--- src/rtl/if_stage_pkg.sv ---
// Shared widths, constants and state encoding for the instruction-fetch stage.
package if_stage_pkg;

  localparam int unsigned InstAddrBus = 16;
  localparam int unsigned InstBus     = 16;

  typedef logic [InstAddrBus-1:0] inst_addr_t;
  typedef logic [InstBus-1:0]     inst_t;

  localparam inst_t      NopInst      = 16'h0800;
  localparam inst_addr_t ResetPc      = 16'h0000;
  localparam logic       StallYes     = 1'b1;
  localparam logic       BranchFlagUp = 1'b1;

  typedef enum logic [0:0] {
    StFetch,
    StHold
  } if_state_e;

endpackage

--- src/rtl/if_stage_if.sv ---
// Instruction-port handshake between the fetch stage and the shared-memory arbiter.
interface if_stage_if;
  import if_stage_pkg::*;

  logic       req;
  inst_addr_t addr;
  logic       ack;
  inst_t      rdata;

  modport master (
    output req,
    output addr,
    input  ack,
    input  rdata
  );

  modport slave (
    input  req,
    input  addr,
    output ack,
    output rdata
  );

endinterface

--- src/rtl/if_stage.sv ---
// Fetch stage: owns the fetch PC, buffers one word while decode stalls, applies
// single-delay-slot branch redirects and drives the IF/ID pipeline register.
module if_stage
  import if_stage_pkg::*;
#(
  parameter inst_addr_t RESET_PC = ResetPc,
  parameter inst_t      NOP_INST = NopInst
) (
  input  logic       clk,
  input  logic       rst,
  input  logic       stall_i,
  input  logic       branch_flag_i,
  input  inst_addr_t branch_addr_i,
  if_stage_if.master imem,
  output inst_addr_t pc_o,
  output inst_t      inst_o,
  output logic       inst_valid_o
);

  if_state_e  state_q, state_d;
  inst_addr_t fpc_q, fpc_d;
  inst_addr_t buf_pc_q, buf_pc_d;
  inst_t      buf_inst_q, buf_inst_d;
  logic       redirect_pend_q, redirect_pend_d;
  inst_addr_t redirect_addr_q, redirect_addr_d;
  inst_addr_t pc_q, pc_d;
  inst_t      inst_q, inst_d;
  logic       valid_q, valid_d;

  logic       stall;
  logic       branch_take;
  inst_addr_t fpc_inc;
  inst_addr_t nxt_pc;

  assign stall   = (stall_i == StallYes);
  assign fpc_inc = fpc_q + inst_addr_t'(1);

  // A branch only counts when decode actually consumes the instruction in IF/ID.
  assign branch_take = (branch_flag_i == BranchFlagUp) && valid_q && !stall && !redirect_pend_q;

  always_comb begin
    nxt_pc = fpc_inc;
    if (redirect_pend_q) begin
      nxt_pc = redirect_addr_q;
    end else if (branch_take) begin
      nxt_pc = branch_addr_i;
    end
  end

  always_comb begin
    state_d         = state_q;
    fpc_d           = fpc_q;
    buf_pc_d        = buf_pc_q;
    buf_inst_d      = buf_inst_q;
    redirect_pend_d = redirect_pend_q;
    redirect_addr_d = redirect_addr_q;
    pc_d            = pc_q;
    inst_d          = inst_q;
    valid_d         = valid_q;

    unique case (state_q)
      StFetch: begin
        if (imem.ack) begin
          // The acked word is the delay slot of any pending or same-cycle branch.
          fpc_d           = nxt_pc;
          redirect_pend_d = 1'b0;
          if (stall) begin
            buf_pc_d   = fpc_inc;
            buf_inst_d = imem.rdata;
            state_d    = StHold;
          end else begin
            pc_d    = fpc_inc;
            inst_d  = imem.rdata;
            valid_d = 1'b1;
          end
        end else begin
          if (branch_take) begin
            redirect_pend_d = 1'b1;
            redirect_addr_d = branch_addr_i;
          end
          if (!stall) begin
            pc_d    = '0;
            inst_d  = NOP_INST;
            valid_d = 1'b0;
          end
        end
      end
      StHold: begin
        if (!stall) begin
          pc_d       = buf_pc_q;
          inst_d     = buf_inst_q;
          valid_d    = 1'b1;
          buf_pc_d   = '0;
          buf_inst_d = NOP_INST;
          state_d    = StFetch;
          // Buffered word is the delay slot and nothing is in flight.
          if (branch_take) begin
            fpc_d = branch_addr_i;
          end
        end
      end
      default: begin
        state_d = StFetch;
      end
    endcase
  end

  always_ff @(posedge clk or negedge rst) begin
    if (!rst) begin
      state_q         <= StFetch;
      fpc_q           <= RESET_PC;
      buf_pc_q        <= '0;
      buf_inst_q      <= NOP_INST;
      redirect_pend_q <= 1'b0;
      redirect_addr_q <= '0;
      pc_q            <= '0;
      inst_q          <= NOP_INST;
      valid_q         <= 1'b0;
    end else begin
      state_q         <= state_d;
      fpc_q           <= fpc_d;
      buf_pc_q        <= buf_pc_d;
      buf_inst_q      <= buf_inst_d;
      redirect_pend_q <= redirect_pend_d;
      redirect_addr_q <= redirect_addr_d;
      pc_q            <= pc_d;
      inst_q          <= inst_d;
      valid_q         <= valid_d;
    end
  end

  // Request drops combinationally with reset so the arbiter abandons it at once.
  assign imem.req  = rst && (state_q == StFetch);
  assign imem.addr = fpc_q;

  assign pc_o         = pc_q;
  assign inst_o       = inst_q;
  assign inst_valid_o = valid_q;

endmodule

--- src/flat_wrapper.sv ---
// flat-port wrapper written by rule: the top's interface ports become plain ports
module if_stage_flat import if_stage_pkg::*;
#(
  parameter inst_addr_t RESET_PC = ResetPc,
  parameter inst_t      NOP_INST = NopInst
)
  (clk, rst, stall_i, branch_flag_i, branch_addr_i, pc_o, inst_o, inst_valid_o, imem_req, imem_addr, imem_ack, imem_rdata);
  if_stage_if imem_i ();
  input  logic clk;
  input  logic rst;
  input  logic stall_i;
  input  logic branch_flag_i;
  input  inst_addr_t branch_addr_i;
  output inst_addr_t pc_o;
  output inst_t inst_o;
  output logic inst_valid_o;
  output wire logic [$bits(imem_i.req)-1:0] imem_req;
  output wire logic [$bits(imem_i.addr)-1:0] imem_addr;
  input wire logic [$bits(imem_i.ack)-1:0] imem_ack;
  input wire logic [$bits(imem_i.rdata)-1:0] imem_rdata;
  assign imem_req = imem_i.req;
  assign imem_addr = imem_i.addr;
  assign imem_i.ack = imem_ack;
  assign imem_i.rdata = imem_rdata;
  if_stage #(.RESET_PC(RESET_PC), .NOP_INST(NOP_INST)) u_core (.clk(clk), .rst(rst), .stall_i(stall_i), .branch_flag_i(branch_flag_i), .branch_addr_i(branch_addr_i), .imem(imem_i), .pc_o(pc_o), .inst_o(inst_o), .inst_valid_o(inst_valid_o));
endmodule
--- config.mk ---
export PLATFORM = sky130hd
export DESIGN_NAME = if_stage_flat
export DESIGN_NICKNAME = d
export VERILOG_FILES = /design/src/rtl/if_stage_pkg.sv /design/src/rtl/if_stage_if.sv /design/src/rtl/if_stage.sv /design/src/flat_wrapper.sv
export SDC_FILE = /design/constraint.sdc
export NUM_CORES = 1
export LEC_CHECK = 0
export ABC_AREA = 1
export CAP_MARGIN = 0
export CORE_MARGIN = 2
export CORE_UTILIZATION = 35
export CTS_BUF_LIST = sky130_fd_sc_hd__clkbuf_8
export CTS_CLUSTER_DIAMETER = 50
export CTS_CLUSTER_SIZE = 12
export DETAILED_ROUTE_END_ITERATION = 8
export GPL_TIMING_DRIVEN = 1
export PLACE_DENSITY = 0.58
export SYNTH_ARGS = -nofsm -noshare
export SYNTH_HDL_FRONTEND = slang
export SYNTH_SLANG_ARGS = --single-unit
--- constraint.sdc ---
create_clock -name clk -period 1.9 [get_ports clk]
set_input_delay 0.38 -clock clk [delete_from_list [all_inputs] [get_ports clk]]
set_output_delay 0.38 -clock clk [all_outputs]
set_load 0.05 [all_outputs]
# Yosys cells after proc, flatten, opt, wreduce, memory -nomap -nowiden
# Index checks and enable logic that the tools add are counted.
# word_totals
reg_bits	99
out_inout_bits	50
word_cells	61
# op_classes
addsub	1
n_eq_ne	6
muxes	31
n_bitwise	2
n_reduce_logical	12
# ops
cell	count
$mux 16	17
$pmux 16 s2	5
$add 16x1->16 const B	1
$ne 2x2->1 const B	5
$reduce_and 3->1	3
$mux 1	7
$logic_and 1x1->1	4
$pmux 1 s2	2
$reduce_and 2->1	2
$ne 3x3->1 const B	1
$logic_not 1->1	2
$not 1->1	2
$reduce_bool 2->1	1

# Longest topological paths before layout
# Gate-level depths: netlist of run 1.
# depth
depth_word	7
depth_mapped	11

# Least setup slack after synthesis of run 1
# OpenSTA, ideal clock, no wires.
# synth_path
kind	register to register
start	reg u_core.fpc_q[1], in the netlist u_core.imem.addr[1]
end	reg u_core.fpc_q[10], in the netlist u_core.imem.addr[10]
t_arrival_ns	1.733
t_required_ns	1.782
path_slack_ns	0.049
stages_incl_launch_ff	11
synth_period_minus_slack_ns	1.851
cell_sequence	dfrtp_1 -> ha_1 -> nand2_1 -> nor2_1 -> nand2_1 -> o21ai_0 -> nand3_1 -> nand2_1 -> nand2_1 -> nand2_1 -> nand2_1
# synth_via
elab_chain_len	5
# synth_rtl
item	line_no	rtl
start, declared	if_stage.sv:21	inst_addr_t fpc_q, fpc_d;
start signal, assigned	if_stage.sv:121	fpc_q <= fpc_d;
$add 16x1->16	if_stage.sv:36	assign fpc_inc = fpc_q + inst_addr_t'(1);
$mux 16	if_stage.sv:45	end else if (branch_take) begin
$mux 16	if_stage.sv:43	if (redirect_pend_q) begin
$mux 16	if_stage.sv:63	if (imem.ack) begin
$pmux 16 s2	if_stage.sv:61	unique case (state_q)
# No other way between the ends. The select of a mux whose other input is x is not followed.
# A chain may end at the register's enable or synchronous reset.

# Worst setup path after layout of run 1
# layout_path
start	reg u_core.state_q
end	out imem_req
# layout_via
elab_chain_len	2
# layout_rtl
item	line_no	rtl
start, declared	if_stage.sv:20	if_state_e state_q, state_d;
start signal, assigned	if_stage.sv:110	state_q <= StFetch;
start signal, assigned	if_stage.sv:120	state_q <= state_d;
$not 1->1 (no line)	--	
$logic_and 1x1->1	if_stage.sv:133	assign imem.req = rst && (state_q == StFetch);
end, declared	flat_wrapper.sv:17	output wire logic [$bits(imem_i.req)-1:0] imem_req;
# No other way between the ends.

==> insert_results.sql, run 1 <==
INSERT INTO impl_metrics (metric_group, metric, value, unit) VALUES
('synthesis', 'synth-edff-count', '0', ''),
('synthesis', 'synth_largest_area_cell', 'sky130_fd_sc_hd__dfrtp_1', ''),
('global_route', 'antenna_found_initial', '0', ''),
('placed_design', 'dp.final_hpwl', '8.41', 'mm'),
('synthesis', 'post_synth_top_area_share', '50.3', '%'),
('synthesis', 'compound_cell_area_share_of_the_yosys_netlist', '16.1', '%'),
('synthesis', 'synthesis.nets', '640', ''),
('worst_setup_path', 'critical_path.cell_chain', 'buf_6 > nor2_1 > buf_4', ''),
('synthesis', 'synth_simple_gate_area_share', '23.7', '%'),
('final_layout', 'post_route_cells_drive_above_1_share', '14.7', '%'),
('final_layout', 'final_area', '6110', 'um2'),
('drt', 'wire_per_inst', '13.6', 'um'),
('global_route', 'number_of_global_route_vias_before_repair', '3950', ''),
('worst_setup_path', 'critical_path.n_buffers_inverters', '2', ''),
('final_layout', 'area_delta_synth_final', '26.7', '%'),
('synthesis', 'synth_top_family_by_area', 'simple AND/OR/NAND/NOR gates', ''),
('synthesis', 'synth.avg_cell_area', '8.04', 'um2'),
('synthesis', 'synth-main-ff-cell', 'sky130_fd_sc_hd__dfrtp_1', ''),
('worst_setup_path', 'cp.arrival', '1400', 'ps'),
('synthesis', 'asyncSetResetFlopFracSynth', '100', '%'),
('timing', 'final_min_period_over_clock_period', '93.8', '%'),
('flow_run', 'max-cap-violations', '0', ''),
('floorplanning', 'design.die.area', '14700', 'um2'),
('cts', 'cts.path.max_buffers', '2', ''),
('synthesis', 'synth.ff_latch_count', '99', ''),
('timing', 'achievable_clock_frequency', '561', 'MHz'),
('timing', 'finalWorstPathRequiredPeriod', '1780', 'ps'),
('timing', 'setup_viol_count_final', '0', ''),
('worst_setup_path', 'cp_slowest_stage_delay', '460', 'ps'),
('floorplanning', 'floorplan.initialDensity', '36.1', '%'),
('synthesis', 'post_synth_instance_area', '4820', 'um2'),
('final_layout', 'register_area', '2480', 'um2'),
('drt', 'routed_via_density', '4.75', ''),
('worst_hold_path', 'holdCritPathClass', 'in2async', ''),
('worst_setup_path', 'cp_top_family', 'flip-flops', ''),
('synthesis', 'area_share_of_fa_ha_maj_cells_after_synthesis', '0.778', '%'),
('worst_setup_path', 'critical_path_required', '1520', 'ps'),
('drt', 'routed-via-count', '4139', ''),
('cts', 'clock_buffer_count_from_cts', '9', ''),
('worst_setup_path', 'worst-r2r-setup-slack', '240', 'ps'),
('placed_design', 'place.gp.congestion', '0.808', ''),
('floorplanning', 'num_io_pins', '87', ''),
('final_layout', 'postLayoutCoreUtil', '45.8', '%'),
('floorplanning', 'number_of_rows_created_at_floorplan', '42', ''),
('cts', 'clkLatencyLatePin', '380', 'ps'),
('drt', 'detail_route.first_pass.iterations', '5', ''),
('final_layout', 'antenna_cells_inserted', '0', ''),
('global_route', 'grt_overflow', '0', ''),
('final_layout', 'fill_cells', '1356', ''),
('global_route', 'gr-usage-all-layers', '16.9', '%'),
('cts', 'cts_root_buffer', 'sky130_fd_sc_hd__clkbuf_8', ''),
('synthesis', 'post_synth_xor_area_fraction', '1.27', '%'),
('drt', 'wirelength', '11.9', 'mm'),
('worst_setup_path', 'cp_slowest_cell', 'sky130_fd_sc_hd__dfrtp_2', ''),
('final_layout', 'area_occupied_by_multi_input_gates', '2030', 'um2'),
('timing', 'tightest_slew', '533', 'ps'),
('cts', 'clk_transition_reported_paths', '90', 'ps'),
('synthesis', 'netlist_instances', '600', ''),
('worst_setup_path', 'critical_path_class', 'reg2out', ''),
('status', 'status', 'finished clean', ''),
('worst_setup_path', 'setup.worst_path.end_class', 'primary output', ''),
('global_route', 'grt_pass1_wl', '19.8', 'mm'),
('cts', 'cts.htree.levels', '3', ''),
('placed_design', 'buffer_ports.inserted', '86', ''),
('timing', 'rsz0062_at_grt', 'no', ''),
('power', 'power-per-cell-area', '1150', 'nW/um2'),
('drt', 'drc_errors_left', '0', ''),
('synthesis', 'muxShareOfSynthArea', '0', '%'),
('worst_setup_path', 'startpoint_type', 'register', ''),
('final_layout', 'nNetsFinal', '731', ''),
('power', 'max-vdd-ir-drop', '0.000477', 'V');
-- timing repair --
item                       CTS  global route
gates resized for setup     15             2
pin swaps                    0             0
setup buffers                0             0
setup endpoints to repair   15             2
-- cell usage after synthesis, drive strengths merged, types with 3 or more instances --
cell type / n
o21ai: 58
buf: 13
nand4: 3
nand2: 213
dfrtp: 97
inv: 41
ha: 3
a31oi: 29
a21oi: 33
clkbuf: 17
nand3: 15
o211ai: 3
xor2: 6
nor2: 54
-- through the flow --
stage,hold WS [ps],power (mW),worst slack [ps],instances
after floorplan,84.4,4.70,49.2,600
after global placement,459,5.62,-96.9,856
after detailed placement,463,5.67,-132,856
after CTS,97.1,7.09,40.9,872
after global routing,109,7.47,36.8,872
final,58.2,7.02,118,872
-- logic make-up after synthesis --
family,after synthesis
AO/OA/AOI/OAI,133
flip-flops,99
buffers and inverters,71
adder cells (fa/ha/maj),3
XOR/XNOR,7
AND/OR/NAND/NOR,287
-- layout make-up --
type                            count  share of cell area (%)
Clock buffer                       12                    2.70
Clock inverter                      4                   0.798
Inverter                           41                    2.56
Multi-Input combinational cell    430                    33.2
Sequential cell                    99                    40.6
Tap cell                          176                    3.60
Timing Repair Buffer              110                    16.5
-- routing by layer --
layer	vias up	part of all wire (%)	global-route usage, %
met5	-	0	0
met4	0	1.1	5.39
met3	9	5.0	2.63
met2	99	45	25.3
met1	1888	49	24.9
li1	2143	-	-
-- final timing paths --
kind                       depth (start not counted)                   end                start
setup reg to reg                                  10  u_core.imem.addr[10]  u_core.imem.addr[1]
min in group clk                                   2     u_core.inst_o[11]    u_core.inst_o[11]
hold / removal                                     2     u_core.inst_o[10]                  rst
hold reg to reg                                    2     u_core.inst_o[11]    u_core.inst_o[11]
max in group asynchronous                          2        u_core.state_q                  rst
setup / recovery                                   3              imem_req       u_core.state_q
-- state kept, by name, indices dropped and copies added (netlist names) --
register / cells
u_core.imem.addr: 16
u_core.buf_inst_q: 16
u_core.redirect_addr_q: 16
u_core.pc_o: 16
u_core.inst_valid_o: 1
u_core.redirect_pend_q: 1
u_core.buf_pc_q: 16
u_core.state_q: 1
u_core.inst_o: 16
-- cell usage in the layout, fill, tap and decap left out, types with 2 or more instances in the layout --
cell type / n
sky130_fd_sc_hd__nand2_1: 211
sky130_fd_sc_hd__dfrtp_1: 96
sky130_fd_sc_hd__buf_4: 53
sky130_fd_sc_hd__nor2_1: 48
sky130_fd_sc_hd__o21ai_0: 45
sky130_fd_sc_hd__inv_1: 36
sky130_fd_sc_hd__clkdlybuf4s50_1: 35
sky130_fd_sc_hd__a21oi_1: 31
sky130_fd_sc_hd__a31oi_1: 29
sky130_fd_sc_hd__nand3_1: 15
sky130_fd_sc_hd__dlygate4sd2_1: 15
sky130_fd_sc_hd__clkbuf_8: 12
sky130_fd_sc_hd__xor2_1: 6
sky130_fd_sc_hd__o21ai_1: 6
sky130_fd_sc_hd__o21ai_2: 6
sky130_fd_sc_hd__buf_12: 6
sky130_fd_sc_hd__inv_2: 5
sky130_fd_sc_hd__nor2_4: 4
sky130_fd_sc_hd__o211ai_1: 3
sky130_fd_sc_hd__nand4_1: 3
sky130_fd_sc_hd__ha_1: 3
sky130_fd_sc_hd__nor2_2: 2
sky130_fd_sc_hd__o22ai_1: 2
sky130_fd_sc_hd__a22oi_1: 2
sky130_fd_sc_hd__o31ai_1: 2
sky130_fd_sc_hd__a21oi_2: 2
sky130_fd_sc_hd__clkinvlp_4: 2
sky130_fd_sc_hd__dfstp_2: 2
-- where the power goes --
part | internal (mW) | switching [mW]
combinational | 0.858 | 1.76
clock | 0.713 | 0.737
sequential | 2.58 | 0.371
total | 4.15 | 2.87
Note: power is estimated with default switching activity, not from simulation.
==> run 2, diff against run 1 <==
CTS_CLUSTER_SIZE = 10   (was 12)
PLACE_DENSITY = 0.62   (was 0.58)
==> run 2 against run 1 <==
  * Clock power fell by 5%
  * Core utilization grew 0.21 points
  * Total power is 0.89% lower
  * Final cell count is 0.23% higher
  * Worst hold slack worse by 12 ps
  * Non-clock buffer count rose by 2
  * Clock skew down 10 ps
  * Wire length up 0.24%
  * Register-to-register slack got worse by 60 ps
  * Design area grew 0.45%
  * First-iteration DRC count decreased by 7.6%
  * Maximum frequency increased by 3.5%
  * Critical endpoint is now u_core.buf_pc_q[11]
==> insert_results.sql, run 2 (synthesis gave the netlist of run 1 again) <==
INSERT INTO impl_metrics (metric_group, metric, value, unit) VALUES
('drt', 'detail_route.first_pass.iterations', '4', ''),
('cts', 'cts.htree.levels', '3', ''),
('worst_setup_path', 'cp.arrival', '1960', 'ps'),
('worst_setup_path', 'worst-r2r-setup-slack', '180', 'ps'),
('final_layout', 'area_delta_synth_final', '27.3', '%'),
('floorplanning', 'design.die.area', '14700', 'um2'),
('worst_setup_path', 'worstRegToRegCells', '7', ''),
('worst_setup_path', 'cp_top_family', 'flip-flops', ''),
('power', 'power-per-cell-area', '1130', 'nW/um2'),
('final_layout', 'postLayoutCoreUtil', '46.0', '%'),
('worst_setup_path', 'critical_path.cell_chain', 'inv_2 > ha_1 > nor2_1 > inv_1 > buf_4 > nand2_1 > o21ai_0', ''),
('drt', 'wire_per_inst', '13.6', 'um'),
('timing', 'finalWorstPathRequiredPeriod', '1720', 'ps'),
('worst_setup_path', 'critical_path_required', '2140', 'ps'),
('placed_design', 'buffer_ports.inserted', '86', ''),
('timing', 'timing.max_slew.rel_slack', '63.7', '%'),
('global_route', 'grt_overflow', '0', ''),
('final_layout', 'nNetsFinal', '733', ''),
('final_layout', 'final_common_cell', 'sky130_fd_sc_hd__nand2_1', ''),
('floorplanning', 'floorplan.core_area', '13300', 'um2'),
('drt', 'drc_errors_left', '0', ''),
('timing', 'setup_viol_count_final', '0', ''),
('cts', 'clock_buffer_count_from_cts', '9', ''),
('global_route', 'gr-usage-all-layers', '17.1', '%'),
('global_route', 'pin_count_of_the_biggest_net_entering_global_routing', '100', ''),
('final_layout', 'post_route_cells_drive_above_1_share', '15.0', '%'),
('global_route', 'grt_pass1_wl', '20.1', 'mm'),
('drt', 'drt.antenna.violating_nets', '0', ''),
('timing', 'timing.final.max_slew_violations', '0', ''),
('timing', 'final_min_period_over_clock_period', '90.6', '%'),
('cts', 'cts_root_buffer', 'sky130_fd_sc_hd__clkbuf_8', ''),
('timing', 'rsz0062_at_grt', 'no', ''),
('worst_setup_path', 'worst_r2r_startpoint', 'u_core.state_q', ''),
('worst_setup_path', 'cp_slowest_cell', 'sky130_fd_sc_hd__dfrtp_2', ''),
('placed_design', 'place.gp.congestion', '0.798', ''),
('drt', 'routed-via-count', '4267', ''),
('final_layout', 'final_cells', '874', ''),
('status', 'status', 'finished clean', ''),
('cts', 'clkLatencyLatePin', '370', 'ps'),
('cts', 'clk_transition_reported_paths', '100', 'ps'),
('final_layout', 'antenna_cells_inserted', '0', ''),
('worst_setup_path', 'setup.worst_path.end_class', 'register', ''),
('worst_setup_path', 'critical_path_class', 'reg2reg', ''),
('timing', 'holdWs', '46.0', 'ps'),
('worst_setup_path', 'r2r-end', 'u_core.buf_pc_q[11]', ''),
('worst_setup_path', 'startpoint_type', 'register', ''),
('floorplanning', 'die_height', '121', 'um'),
('global_route', 'antenna_found_initial', '0', ''),
('cts', 'cts.path.max_buffers', '2', ''),
('floorplanning', 'floorplan.initialDensity', '36.1', '%'),
('worst_setup_path', 'critical_path.max_fanout', '16', ''),
('flow_run', 'max-cap-violations', '0', ''),
('power', 'max-vdd-ir-drop', '0.000352', 'V'),
('floorplanning', 'num_io_pins', '87', ''),
('worst_hold_path', 'holdCritPathClass', 'in2async', ''),
('timing', 'achievable_clock_frequency', '581', 'MHz'),
('cts', 'clock_sink_count', '99', ''),
('drt', 'routed_via_density', '4.88', ''),
('placed_design', 'dp.final_hpwl', '8.69', 'mm'),
('worst_setup_path', 'cp_slowest_stage_delay', '500', 'ps'),
('drt', 'drt_iter0_markers', '278', ''),
('timing', 'final_hold_fails', '0', ''),
('power', 'leakage', '2.94', 'nW'),
('final_layout', 'layout.cells.most_common_list', 'sky130_fd_sc_hd__nand2_1 (211), sky130_fd_sc_hd__dfrtp_1 (96), sky130_fd_sc_hd__buf_4 (54), sky130_fd_sc_hd__nor2_1 (47), sky130_fd_sc_hd__o21ai_0 (45)', ''),
('cts', 'tritoncts', 'yes', ''),
('cts', 'cts_hold_buffers', '0', ''),
('timing', 'clock-skew-final', '7.17', 'ps'),
('floorplanning', 'number_of_rows_created_at_floorplan', '42', ''),
('worst_setup_path', 'critical_path.n_buffers_inverters', '3', ''),
('drt', 'wirelength', '11.9', 'mm'),
('placed_design', 'place.detailed.instances', '858', ''),
('floorplanning', 'die_width', '121', 'um'),
('global_route', 'number_of_global_route_vias_before_repair', '4074', ''),
('timing', 'tightest_slew', '544', 'ps');
-- run 2: changes by cell type in the layout (fill, tap and decap cells not counted) --
cell                         change
sky130_fd_sc_hd__buf_12          +2
sky130_fd_sc_hd__inv_6           +1
sky130_fd_sc_hd__nor2_1          -1
sky130_fd_sc_hd__clkbuf_8        -2
sky130_fd_sc_hd__buf_4           +1
sky130_fd_sc_hd__nor2_2          +1
sky130_fd_sc_hd__buf_6           -1
sky130_fd_sc_hd__clkinvlp_4      +1
-- run 2: how the worst max path moves through the flow --
stage                                    from                    to  slack [ps]  cells past startpoint
after detailed placement              stall_i   u_core.imem.addr[8]        -140                      8
after floorplan           u_core.imem.addr[1]  u_core.imem.addr[10]          50                     10
after global routing      u_core.imem.addr[0]  u_core.imem.addr[10]          20                     10
after CTS                 u_core.imem.addr[0]  u_core.imem.addr[10]         160                     10
final                          u_core.state_q   u_core.buf_pc_q[11]         180                      7
after global placement                stall_i   u_core.imem.addr[8]        -120                      8
-- run 2: what timing repair did --
item,4_1_cts,5_1_grt
setup endpoints to repair,15,1
cloned,0,0
gates resized for setup,15,2
setup buffers,0,0
-- run 2: layout make-up --
class	instances	area, um2
fill	1349	7210
sequential	99	2480
multi-input combinational	430	2030
timing repair buffer	112	1050
tap	176	220
inverter	41	156
clock buffer	10	138
clock inverter	6	65.1
-- run 2: per-stage QoR --
step,area (um2),TNS [ps],setup WS (ps),power (mW)
5_1_grt,6140,0,18.2,7.41
4_1_cts,6140,0,158,7.01
3_3_place_gp,5950,-3840,-119,5.61
6_report,6140,0,179,6.96
3_5_place_dp,5950,-6470,-136,5.67
2_1_floorplan,4820,0,49.2,4.70
-- run 2: power by group --
group          leakage [nW]  internal [mW]  total, mW  switching (mW)
clock                0.0963          0.644       1.38           0.736
combinational          1.60          0.861       2.63            1.77
sequential             1.24           2.58       2.95           0.368
-- run 2: metal layers --
metal  track usage [%]  vias up  routed length [um]
met4              4.53        0                 112
met3              3.15        9                 611
met5                 0        -                   0
li1                  -     2148                   -
met1              23.8     2003                5690
met2              27.4      107                5480
-- run 2: worst reg2reg max path, stage by stage (launching register included) --
cell and delay, ps:
sky130_fd_sc_hd__dfrtp_2 500, sky130_fd_sc_hd__inv_2 210, sky130_fd_sc_hd__ha_1 280, sky130_fd_sc_hd__nor2_1 170
sky130_fd_sc_hd__inv_1 90, sky130_fd_sc_hd__buf_4 200, sky130_fd_sc_hd__nand2_1 70, sky130_fd_sc_hd__o21ai_0 80
